==> config.mk <==
export PLATFORM = sky130hd
export DESIGN_NAME = mem_arbiter
export DESIGN_NICKNAME = d
export VERILOG_FILES = /design/src/rtl/mem_arbiter.sv
export SDC_FILE = /design/constraint.sdc
export NUM_CORES = 1
export LEC_CHECK = 0
export ABC_CLOCK_PERIOD_IN_PS = 4000
export CORE_MARGIN = 4
export CORE_UTILIZATION = 30
export CTS_CLUSTER_DIAMETER = 150
export DETAILED_ROUTE_END_ITERATION = 7
export SYNTH_ARGS = -nofsm -noshare
export SYNTH_HDL_FRONTEND = slang
export SYNTH_SLANG_ARGS = --single-unit
==> constraint.sdc <==
create_clock -name clk -period 4 [get_ports clk]
set_input_delay 0.8 -clock clk [delete_from_list [all_inputs] [get_ports clk]]
set_output_delay 0.8 -clock clk [all_outputs]
set_load 0.01 [all_outputs]
==> src/rtl/mem_arbiter.sv <==
// Two-port round-robin arbiter into one memory controller; one request held per port,
// transactions the controller never completes are aborted after TIMEOUT wait cycles.
module mem_arbiter #(
  parameter int TIMEOUT = 1023
) (
  input  logic        clk,
  input  logic        rst,
  input  logic [1:0]  a_cmd,
  input  logic [24:0] a_addr,
  input  logic [15:0] a_wdata,
  input  logic        a_ready,
  output logic        a_busy,
  output logic        a_valid,
  output logic        a_err,
  output logic [15:0] a_rdata,
  input  logic [1:0]  b_cmd,
  input  logic [24:0] b_addr,
  input  logic [15:0] b_wdata,
  input  logic        b_ready,
  output logic        b_busy,
  output logic        b_valid,
  output logic        b_err,
  output logic [15:0] b_rdata,
  output logic [1:0]  mc_cmd,
  output logic [24:0] mc_addr,
  output logic [15:0] mc_wdata,
  output logic        mc_ready,
  input  logic        mc_valid,
  input  logic [15:0] mc_rdata
);
  localparam logic [1:0]  CMD_WR = 2'b10;
  localparam logic [1:0]  CMD_RD = 2'b01;
  localparam logic [10:0] TO_LIM = 11'(TIMEOUT);

  typedef enum logic [1:0] {IDLE, ISSUE, WAIT, DONE} state_t;
  state_t state, state_nxt;

  logic [1:0]  in_cmd   [2];
  logic [24:0] in_addr  [2];
  logic [15:0] in_wdata [2];
  logic [1:0]  in_rdy;
  logic [1:0]  q_cmd    [2];
  logic [24:0] q_addr   [2];
  logic [15:0] q_wdata  [2];
  logic [15:0] rdata    [2];
  logic [1:0]  pend, tail, busy, vld, err;
  logic        gnt, last_gnt, to_err, wait_last;
  logic [9:0]  cnt;

  assign in_cmd[0]   = a_cmd;
  assign in_cmd[1]   = b_cmd;
  assign in_addr[0]  = a_addr;
  assign in_addr[1]  = b_addr;
  assign in_wdata[0] = a_wdata;
  assign in_wdata[1] = b_wdata;
  assign in_rdy      = {b_ready, a_ready};

  // tail keeps a port busy through its completion pulse so a new request cannot race it
  assign busy      = pend | tail;
  assign wait_last = (({1'b0, cnt} + 11'd1) == TO_LIM);

  assign a_busy  = busy[0];
  assign b_busy  = busy[1];
  assign a_valid = vld[0];
  assign b_valid = vld[1];
  assign a_err   = err[0];
  assign b_err   = err[1];
  assign a_rdata = rdata[0];
  assign b_rdata = rdata[1];

  always_ff @(posedge clk) begin
    if (!rst) state <= IDLE;
    else      state <= state_nxt;
  end

  always_comb begin
    state_nxt = state;
    mc_cmd    = 2'b00;
    mc_addr   = '0;
    mc_wdata  = '0;
    mc_ready  = 1'b0;
    case (state)
      IDLE: if (|pend) state_nxt = ISSUE;
      ISSUE: begin
        mc_cmd    = q_cmd[gnt];
        mc_addr   = q_addr[gnt];
        mc_wdata  = q_wdata[gnt];
        mc_ready  = 1'b1;
        state_nxt = WAIT;
      end
      WAIT: begin
        mc_cmd   = q_cmd[gnt];
        mc_addr  = q_addr[gnt];
        mc_wdata = q_wdata[gnt];
        if (mc_valid || wait_last) state_nxt = DONE;
      end
      DONE:    state_nxt = IDLE;
      default: state_nxt = IDLE;
    endcase
  end

  always_ff @(posedge clk) begin
    if (!rst) begin
      pend     <= '0;
      tail     <= '0;
      vld      <= '0;
      err      <= '0;
      gnt      <= 1'b0;
      last_gnt <= 1'b1;
      to_err   <= 1'b0;
      cnt      <= '0;
      for (int p = 0; p < 2; p++) begin
        q_cmd[p]   <= '0;
        q_addr[p]  <= '0;
        q_wdata[p] <= '0;
        rdata[p]   <= '0;
      end
    end else begin
      vld  <= '0;
      err  <= '0;
      tail <= '0;
      for (int p = 0; p < 2; p++) begin
        if (in_rdy[p] && !busy[p]) begin
          if (in_cmd[p] == CMD_WR || in_cmd[p] == CMD_RD) begin
            pend[p]    <= 1'b1;
            q_cmd[p]   <= in_cmd[p];
            q_addr[p]  <= in_addr[p];
            q_wdata[p] <= in_wdata[p];
          end else begin
            err[p] <= 1'b1;
          end
        end
      end
      case (state)
        // on a tie, the port not served last wins
        IDLE: if (|pend) gnt <= (&pend) ? ~last_gnt : pend[1];
        ISSUE: begin
          cnt    <= '0;
          to_err <= 1'b0;
        end
        WAIT: begin
          if (mc_valid) begin
            if (q_cmd[gnt] == CMD_RD) rdata[gnt] <= mc_rdata;
          end else if (wait_last) begin
            to_err <= 1'b1;
          end else begin
            cnt <= cnt + 10'd1;
          end
        end
        DONE: begin
          pend[gnt] <= 1'b0;
          tail[gnt] <= 1'b1;
          last_gnt  <= gnt;
          if (to_err) err[gnt] <= 1'b1;
          else        vld[gnt] <= 1'b1;
        end
        default: ;
      endcase
    end
  end
endmodule

==> flow_results.org <==
** Synthesis
- Count of flip-flops with a built-in enable after synthesis :: 118
- Among all cell types in the netlist, the one instantiated most often is edfxtp_1.
- The netlist uses 52 different library cells.
- XOR/XNOR share of the synthesized area :: 0.5449%
- By area, the combinational part of the netlist is dominated by simple AND/OR/NAND/NOR gates.
- The largest total area in the synthesized netlist belongs to edfxtp_1.
- Proportion of register bits with asynchronous set or reset after synthesis :: 0%
- Cell count after synthesis :: 510
- Multiplexer share of the synthesized area :: around 6.9%
- Fraction of post-synthesis cell area in the top cell type by area :: roughly 55%
- Portion of the post-synthesis area used by sequential elements :: 62.58%
- Mapped cell area :: roughly 6400 sq um
- The synthesized netlist devotes 22.26% of its cell area to simple gates.
- Adder-cell share of the synthesized area :: 1.362%
- After synthesis the netlist holds a flip-flop and latch count of approximately 140.
- For this run, the leading register cell type out of synthesis is edfxtp_1.
- Summing the areas of all compound-gate instances in the mapped netlist gives 4.125% of the synthesized area.
- Yosys printed 0 warnings.
- Synthesized netlist net count :: about 620
- Post-synth top cells :: 118 x edfxtp_1, 105 x and2_1, 44 x nor2b_1, 43 x mux2i_1
- In this run the mean area of a mapped cell was ~13 sq um.
- By area the synthesized netlist is led by edfxtp_1 55%, and2_1 10%, dfxtp_1 7.5%.

** Clock network
- Post-CTS Setup Inserts :: 0
- The later pin in the worst-skew pair is clocked with a latency of 0.41 ns.
- The number of hold buffers added after CTS was 0.
- TritonCTS created 17 clock buffers.
- Max Root-Sink Buffers :: 2
- Total number of clock tree sinks :: ~140
- CTS Root Cell :: clkbuf_16
- Clock-pin slew was measured on the worst setup and hold paths at 0.05 ns.
- CTS H-tree depth :: 4
- TritonCTS built the clock tree.
- Post-CTS resize count :: 0

** STA
- Achievable frequency :: between 200 and 300 MHz
- Final setup vio count :: 0
- Unrepaired setup endpoints after global routing :: false
- Actual transition at the worst max-transition pin :: 0.8897 ns
- For the final database, setup skew stands at 0.006371 ns.
- The clock period could shrink to approximately 3.6 ns.
- The final-report hold violation count was 0.
- Headroom to the max-slew limit :: 40.68%
- The max-slew violation count came to 0.
- Part of the cycle the worst path needs :: 89.73%
- The worst path meets setup with roughly 0.4 ns of slack.
- Setup total negative slack on the finished layout was measured at 0 ns.

** Finish
- For this run, the share of the core covered by cells in the final layout is roughly 44%.
- Counting the fill cells in the layout gives between 1500 and 2000.
- The number of antenna diodes in the final layout is 0.
- Post-synthesis to final-layout area growth :: 43.57%
- Final cell count without fillers :: 987
- Area taken by multi-input logic gates :: 2277 sq um
- Cells with a size suffix above 1 make up under 10% of the layout.
- Registers take ~4000 sq um.
- The net count of the finished layout is between 800 and 900.

** Critical path
- WS Path Type :: reg2out
- Data arrives at the worst endpoint at around 2.8 ns.
- For the worst setup path, the data required time is ~3.2 ns.
- Crit end category :: primary output
- Crit start category :: register
- In this run the worst path has a maximum fanout of 27.

** Drt
- Dividing the detail-routed wire length by the instance count gives between 15 and 20 microns.
- Remaining number of nets flagged by the antenna check after routing :: 0
- After detailed routing, the number of vias per cell comes to 4.498.
- Summed over all layers, the routed wires come to between 15000 and 20000 microns.
- Pre-Repair DR Iteration Count :: 5
- After detailed routing, the number of remaining DRC violations is 0.
- Total vias in the final route :: around 4400
- Violation count after the first detailed-routing iteration :: 191

** Floorplanning
- Pin placement for this block handled 189 I/O pins.
- Die extent in x :: approximately 150 microns
- Die Outline Area :: roughly 24000 sq um
- The die is ~150 microns tall.
- # rows :: 53
- In this run the standard cell core region covers around 21000 sq um.
- For this configuration, the core starts out at a cell density of a little under a third.

** Global route
- Global routing usage summed across all routing layers :: between 10% and 20%
- The first global-routing pass estimated about 25000 microns of wire.
- The number of antenna violations at the first check in global routing came to 0.
- Maximum number of pins on one net before global-route repair :: 44
- Total congestion overflow :: 0
- Via count of the first global-routing pass :: approximately 4700

** Run
- MaxCap Viol Count :: 0

** Power
- Worst-case vdd ir drop :: around 310 uV
- Power per unit of standard cell area :: about 500 nW/um^2
- In this run the static leakage power is about 3.4 nW.

** Place
- Prior to clock tree synthesis, the placed netlist has a worst setup slack of ~0.8 ns.
- Count of placed standard cells including taps :: roughly 960
- Last weighted congestion value of the routability-driven placer :: roughly 0.75
- Summed over all nets, the half-perimeter wirelength after detailed placement is around 12000 microns.
- Port buffer count :: 188

** Worst hold path
- The path class of the tightest hold or removal check is reg2reg.

** Run status
- Status :: complete, no violations
## path summary, 6_finish.rpt
kind | startpoint | end | slack [ns] | depth (start not counted)
worst max register to register | register | rdata[0][6] | 1.28 | 6
worst min-delay path | to_err | to_err | 0.48 | 2
worst max-delay path | state[1] | mc_addr[21] | 0.41 | 5
worst min register to register | to_err | to_err | 0.48 | 2
## state kept, by name, summed over array words and instances, names as in the netlist, named ones only
name / count
cnt: 10
tail: 2
gnt: 1
q_wdata: 32
rdata: 32
err: 2
vld: 2
state: 2
to_err: 1
q_addr: 50
q_cmd: 4
pend: 2
last_gnt: 1
## cell usage in the layout, fill, tap and decap left out, drive strengths merged, types with 16 or more instances in the layout
master,instances
nand2,24
nor2,16
clkbuf,17
mux2i,43
and3,17
clkdlybuf4s50,188
and2,105
nor2b,44
edfxtp,118
dfxtp,24
## area by class of cell
class	count	area share, %
flip-flops and latches	142	43.60
multi-input cells	332	24.67
repair buffers	198	21.20
clock buffers	17	4.608
well taps	275	3.727
clock inverters	14	1.830
inverters	9	0.3660
## power by group
part / switching [W] / total (W) / leakage (nW) / internal [W]
sequential: 0.0000599 / 0.00180 / 1.43 / 0.00174
clock: 0.000600 / 0.00158 / 0.279 / 0.000976
combinational: 0.000553 / 0.00121 / 1.72 / 0.000661
## critical path: stages (launching register included)
cell and delay, ns:
dfxtp_1 0.37, inv_1 0.09, ha_1 0.87, buf_4 0.29, nor2b_1 0.17, clkdlybuf4s50_1 0.57
## kinds of logic after synthesis
family,after synthesis
mux,44
buf+inv,36
compound gates,34
simple gates,243
xor+xnor,4
flops,142
fa+ha+maj,7
## per-stage QoR
stage               hold WS, ns  total power [W]  instance area, sq um
finish                   0.4829         0.004593                  9231
detailed placement       0.4749         0.003067                  8637
global route             0.5169         0.004825                  9231
global placement         0.4645         0.003056                  8637
floorplan                0.4485         0.002422                  6430
CTS                      0.4835         0.004653                  9231
## per-layer routing
layer	GRT usage [%]	routed length, microns	vias up
li1	-	-	2179
met1	17.50	7208	2066
met5	0	0	-
met3	3.973	1217	9
met4	3.785	124	0
met2	20.92	7287	186
No activity file was read; power rests on OpenSTA's default activity.
